**src/rtl/seq_multiplier_32_pkg.sv**
```systemverilog
// rtl/seq_multiplier_32_pkg.sv - shared encodings and helpers for the sequential RV32M multiplier
package seq_multiplier_32_pkg;

   // op encodings follow funct3[1:0] of the RV32M multiply group
   typedef enum logic [1:0] {
      MUL_OP    = 2'b00,
      MULH_OP   = 2'b01,
      MULHSU_OP = 2'b10,
      MULHU_OP  = 2'b11
   } mul_op_e;

   typedef enum logic [1:0] {
      IDLE = 2'b00,
      CALC = 2'b01,
      SIGN = 2'b10,
      DONE = 2'b11
   } mul_state_e;

   localparam int MUL_LATENCY = 34;
   localparam int MUL_ITERS   = 32;

   // 0x80000000 maps to itself and is then read as unsigned 2^31
   function automatic logic [31:0] magnitude(input logic [31:0] v, input logic is_signed);
      return (is_signed && v[31]) ? (~v + 32'd1) : v;
   endfunction

endpackage

```
**src/rtl/RippleAdder_32bit.sv**
```systemverilog
// rtl/RippleAdder_32bit.sv - 32-bit ripple-carry adder shared by the execute-stage multiplier
module RippleAdder_32bit (
   input  logic [31:0] a,
   input  logic [31:0] b,
   input  logic        cin,
   output logic [31:0] sum,
   output logic        cout
);

   logic [32:0] c;

   assign c[0] = cin;

   for (genvar i = 0; i < 32; i++) begin : g_fa
      assign sum[i]   = a[i] ^ b[i] ^ c[i];
      assign c[i + 1] = (a[i] & b[i]) | (c[i] & (a[i] ^ b[i]));
   end

   assign cout = c[32];

endmodule

```
**src/rtl/seq_multiplier_32.sv**
```systemverilog
// rtl/seq_multiplier_32.sv - iterative shift-add multiplier for MUL/MULH/MULHSU/MULHU
module seq_multiplier_32
   import seq_multiplier_32_pkg::*;
#(
   parameter int XLEN = 32
) (
   input  logic            clk,
   input  logic            rst_n,
   input  logic            start,
   input  logic [1:0]      op,
   input  logic [XLEN-1:0] a,
   input  logic [XLEN-1:0] b,
   output logic            busy,
   output logic            done,
   output logic [XLEN-1:0] result
);

   mul_state_e        state;
   mul_op_e           op_q;
   logic [XLEN-1:0]   mag_a;
   logic [XLEN-1:0]   hi;
   logic [XLEN-1:0]   lo;
   logic              neg;
   logic [4:0]        cnt;

   logic              a_signed;
   logic              b_signed;
   logic [XLEN-1:0]   addend;
   logic [XLEN-1:0]   sum;
   logic              cout;
   logic [2*XLEN-1:0] p_fixed;

   assign a_signed = (op == MULH_OP) || (op == MULHSU_OP);
   assign b_signed = (op == MULH_OP);
   assign addend   = lo[0] ? mag_a : '0;

   // the product is built on magnitudes; the sign is applied once at the end
   assign p_fixed = neg ? (~{hi, lo} + {{(2*XLEN-1){1'b0}}, 1'b1}) : {hi, lo};

   RippleAdder_32bit u_adder (
      .a    (hi),
      .b    (addend),
      .cin  (1'b0),
      .sum  (sum),
      .cout (cout)
   );

   always_ff @(posedge clk or negedge rst_n) begin
      if (!rst_n) begin
         state  <= IDLE;
         op_q   <= MUL_OP;
         mag_a  <= '0;
         hi     <= '0;
         lo     <= '0;
         neg    <= 1'b0;
         cnt    <= '0;
         busy   <= 1'b0;
         done   <= 1'b0;
         result <= '0;
      end else begin
         case (state)
            IDLE: begin
               if (start) begin
                  op_q  <= mul_op_e'(op);
                  mag_a <= magnitude(a, a_signed);
                  neg   <= (a_signed & a[XLEN-1]) ^ (b_signed & b[XLEN-1]);
                  hi    <= '0;
                  lo    <= magnitude(b, b_signed);
                  cnt   <= '0;
                  busy  <= 1'b1;
                  state <= CALC;
               end
            end
            CALC: begin
               // {cout, sum, lo} shifted right by one
               hi  <= {cout, sum[XLEN-1:1]};
               lo  <= {sum[0], lo[XLEN-1:1]};
               cnt <= cnt + 5'd1;
               if (cnt == 5'(MUL_ITERS - 1)) begin
                  state <= SIGN;
               end
            end
            SIGN: begin
               {hi, lo} <= p_fixed;
               result   <= (op_q == MUL_OP) ? p_fixed[XLEN-1:0] : p_fixed[2*XLEN-1:XLEN];
               done     <= 1'b1;
               state    <= DONE;
            end
            DONE: begin
               done  <= 1'b0;
               busy  <= 1'b0;
               state <= IDLE;
            end
            default: begin
               state <= IDLE;
            end
         endcase
      end
   end

endmodule

```
**config.mk**
```make
export PLATFORM = sky130hd
export DESIGN_NAME = seq_multiplier_32
export DESIGN_NICKNAME = d
export VERILOG_FILES = /design/src/rtl/seq_multiplier_32_pkg.sv /design/src/rtl/RippleAdder_32bit.sv /design/src/rtl/seq_multiplier_32.sv
export SDC_FILE = /design/constraint.sdc
export NUM_CORES = 1
export LEC_CHECK = 0
export ABC_AREA = 1
export CAP_MARGIN = 20
export CORE_AREA = 2 2 157 159
export DETAILED_ROUTE_END_ITERATION = 16
export DIE_AREA = 0 0 159 161
export PLACE_DENSITY = 0.69
export SLEW_MARGIN = 0
export SYNTH_ARGS = -nofsm -noshare
export SYNTH_HDL_FRONTEND = slang
export SYNTH_SLANG_ARGS = --single-unit
```
**constraint.sdc**
```tcl
create_clock -name clk -period 21.4 [get_ports clk]
set_input_delay 4.28 -clock clk [delete_from_list [all_inputs] [get_ports clk]]
set_output_delay 4.28 -clock clk [all_outputs]
set_load 0.01 [all_outputs]
```
==> impl_results.md <==
- Worst Setup Start Kind: flip-flop
- CTS H-tree lvls: 4
- Avg Synthesized Cell Area: 6.34 sq um
- Max Fclk: 76.8 MHz
- DIE AREA: 25600 sq um
- Remaining DRCs: 0
- R2R Setup Slk: approximately 8400 ps
- Pins Over Slew Limit: 0
- Initial DRC count: between 1000 and 1500
- Final std cells w/o fill: ~2200
- Post-Route Utilization: 0.559
- Drt pass-1 iters: 5
- Yosys top cell area share: 0.304
- Mapped Cells: 1818
- Hold Crit Depth: 2
- Sequential-to-total area share from yosys stat: 0.304
- Reg2reg start: lo[0]$_DFFE_PN0P_
- First-pass GRT wire length: 59600 microns
- Final ANT Viol Nets: 0
- Clock Skews: 14.0 ps
- Mapped cell area: 11500 sq um
- Antenna violations before repair: 0
- Required time of the critical path: 21770 ps
- Placeable Area: 24000 sq um
- Dpl cells: about 2200
- Max Cap Violations: 0
- Worst-case clock buffer depth: 2
- Setup Buffers After CTS: 0
- CTS tree: built
- Hold EP: mag_a[27]$_DFFE_PN0P_
- Post-synth net total: between 1500 and 2000
- Die width: around 160 microns
- # diodes: 0
- Port buffer count: 102
- Ratio of total power to cell area: 154 nW/um^2
- Crit-path max FO: 34
- DP HPWL: 28800 microns
- # IOs: 103
- LEAKAGE: 6.34 nW
- Number of synthesized register bits: between 100 and 150
- GRT Residual Overflow: 0
- Vias in the first global route: 11073
- Row cnt: 57
- Top cell by count, worst path: fa_1
- Clock sink count: 140
- Clk Latency, worst-skew pair: about 440 ps
- Area Overhead vs Synth: 16.3%
- Largest net degree at the start of global routing: 80
- Area contributors post-synth: dfrtp_1, nand2_1, nor2_1
- Vias per inst: around 5.4
- CTS buffer count: 17
- Final worst path period share: 0.609
- Post-CTS Hold Fix Bufs: 0
- Worst stage delay on the critical path: 450 ps
- Worst hold path type: flip-flop to flip-flop
- WP data arrival: 13390 ps
- Cells on worst reg2reg path: 48
- Clock root cell: clkbuf_16
- CP endpoint kind: flip-flop
- Die Height: 161 microns
- Max transition margin: 0.397
- Fin Setup TNS: 0 ps
- Clock transition at the registers of the reported paths: 70 ps
- Final GP Congestion: around 0.99
- Vias: 11934
- Share of layout cells above drive strength 1: 0.0596
- Slew @ Worst Pin: 904 ps
- Yosys cell types: 42
- Final Critical Period: 13030 ps
- Total GRT Usage: 0.297
- Unrepaired setup endpoints after global routing: false
- Routed WL: 37700 microns
- Setup-failing EPs final: 0
- Routed len/inst: between 15 and 20 microns
- Final count of hold timing violations: 0
- Min-Delay Startpoint: mag_a[27]$_DFFE_PN0P_
- Crit Path Class: flip-flop to flip-flop
- Initial core utilization: 0.481
- Syn. warnings: 0
- Crit Reg-Reg Endpoint: hi[30]$_DFFE_PN0P_
- Min Hold Slack: slightly below 500 ps
- Synth area leader: dfrtp_1
- Peak supply drop: approximately 0.079 mV
- Status: complete, no violations
- Resized Gates After CTS: 0
- Critical-path top delay cell: fa_1
- Nets: between 1500 and 2000
[flip-flops by register name, indices dropped and copies added (netlist names)]
register  cells
busy          1
hi           32
neg           1
op_q          2
state         2
cnt           5
result       32
done          1
lo           32
mag_a        32
[power breakdown]
part | internal, W | total [W] | leakage [nW] | switching [W]
clock network | 0.000166 | 0.000295 | 0.273 | 0.000129
logic | 0.000412 | 0.00126 | 4.33 | 0.000850
registers | 0.000390 | 0.000501 | 1.74 | 0.000110
[Yosys cell counts, drive strengths merged]
| cell | count |
|---|---|
| nand2 | 640 |
| clkinv | 1 |
| a31oi | 21 |
| a21oi | 42 |
| o311ai | 1 |
| o211ai | 8 |
| inv | 176 |
| a22oi | 2 |
| a21boi | 1 |
| or2 | 28 |
| xor2 | 36 |
| o22ai | 3 |
| and2 | 2 |
| o31ai | 2 |
| nor3 | 8 |
| o21ai | 167 |
| nand3 | 152 |
| fa | 31 |
| xnor2 | 8 |
| nand4 | 21 |
| nand3b | 4 |
| o21a | 1 |
| buf | 24 |
| nor2 | 241 |
| ha | 11 |
| clkbuf | 47 |
| dfrtp | 140 |
[critical path, delay by kind of cell, from the launching register on]
kind,cells,cell delay [ps]
adders and majority gates,32,11160
buffers and inverters,11,810
DFF,1,440
and+or+nand+nor,5,530
[routing by layer]
metal,routed length (microns),track usage,part of all wire
met3,3130,0.0678,0.083
met2,16200,0.457,0.43
met5,0,0,0
met4,1650,0.140,0.044
met1,16700,0.400,0.44
[stage by stage]
stage / total power, W / instance area [sq um] / setup slack, ps
after global placement: 0.00172 / 12800 / 8050
after CTS: 0.00204 / 13300 / 7920
after floorplan: 0.00132 / 11500 / 9080
final: 0.00206 / 13400 / 8370
after global routing: 0.00224 / 13400 / 7750
after detailed placement: 0.00174 / 12800 / 7980
[layout make-up]
type | count | area [sq um]
repair buffers | 118 | 1180
multi-input cells | 1430 | 7070
inverters | 177 | 664
well taps | 324 | 405
flip-flops and latches | 140 | 3500
clock inverters | 13 | 130
fillers | 2497 | 10600
clock buffers | 19 | 443
[worst max path at each step]
stage | startpoint | to | slack [ps]
detailed placement | lo[0]$_DFFE_PN0P_ | hi[30]$_DFFE_PN0P_ | 7980
floorplan | lo[0]$_DFFE_PN0P_ | hi[30]$_DFFE_PN0P_ | 9080
CTS | lo[0]$_DFFE_PN0P_ | hi[30]$_DFFE_PN0P_ | 7920
finish | lo[0]$_DFFE_PN0P_ | hi[30]$_DFFE_PN0P_ | 8370
global placement | lo[0]$_DFFE_PN0P_ | hi[30]$_DFFE_PN0P_ | 8050
global route | lo[0]$_DFFE_PN0P_ | hi[30]$_DFFE_PN0P_ | 7750
[logic make-up (layout without fill, tap and decap cells)]
kind of cell    after synthesis  count (layout)  share of synthesized area
fa+ha+maj                    42              42                     0.0658
buf+inv                     248             327                     0.0832
flops                       140             140                      0.304
simple gates               1096            1096                      0.397
compound gates              248             248                      0.117
xor+xnor                     44              44                     0.0334
[placed cells by master, fill, tap and decap left out, types with 6 or more instances in the layout]
cell type and n:
o21ai_0 131, nor2_1 225, nand4_1 21, nand3_1 149
nand2_1 634, a21oi_1 42, nor3_1 7, nand2_2 6
clkbuf_16 17, or2_2 26, ha_1 10, dfrtp_1 139
xnor2_1 8, fa_1 31, o211ai_1 8, xor2_1 36
a31oi_1 21, nor2_2 10, buf_4 14, o21ai_1 31
clkdlybuf4s50_1 101, inv_1 171
Power figures use the tool's default switching activity.
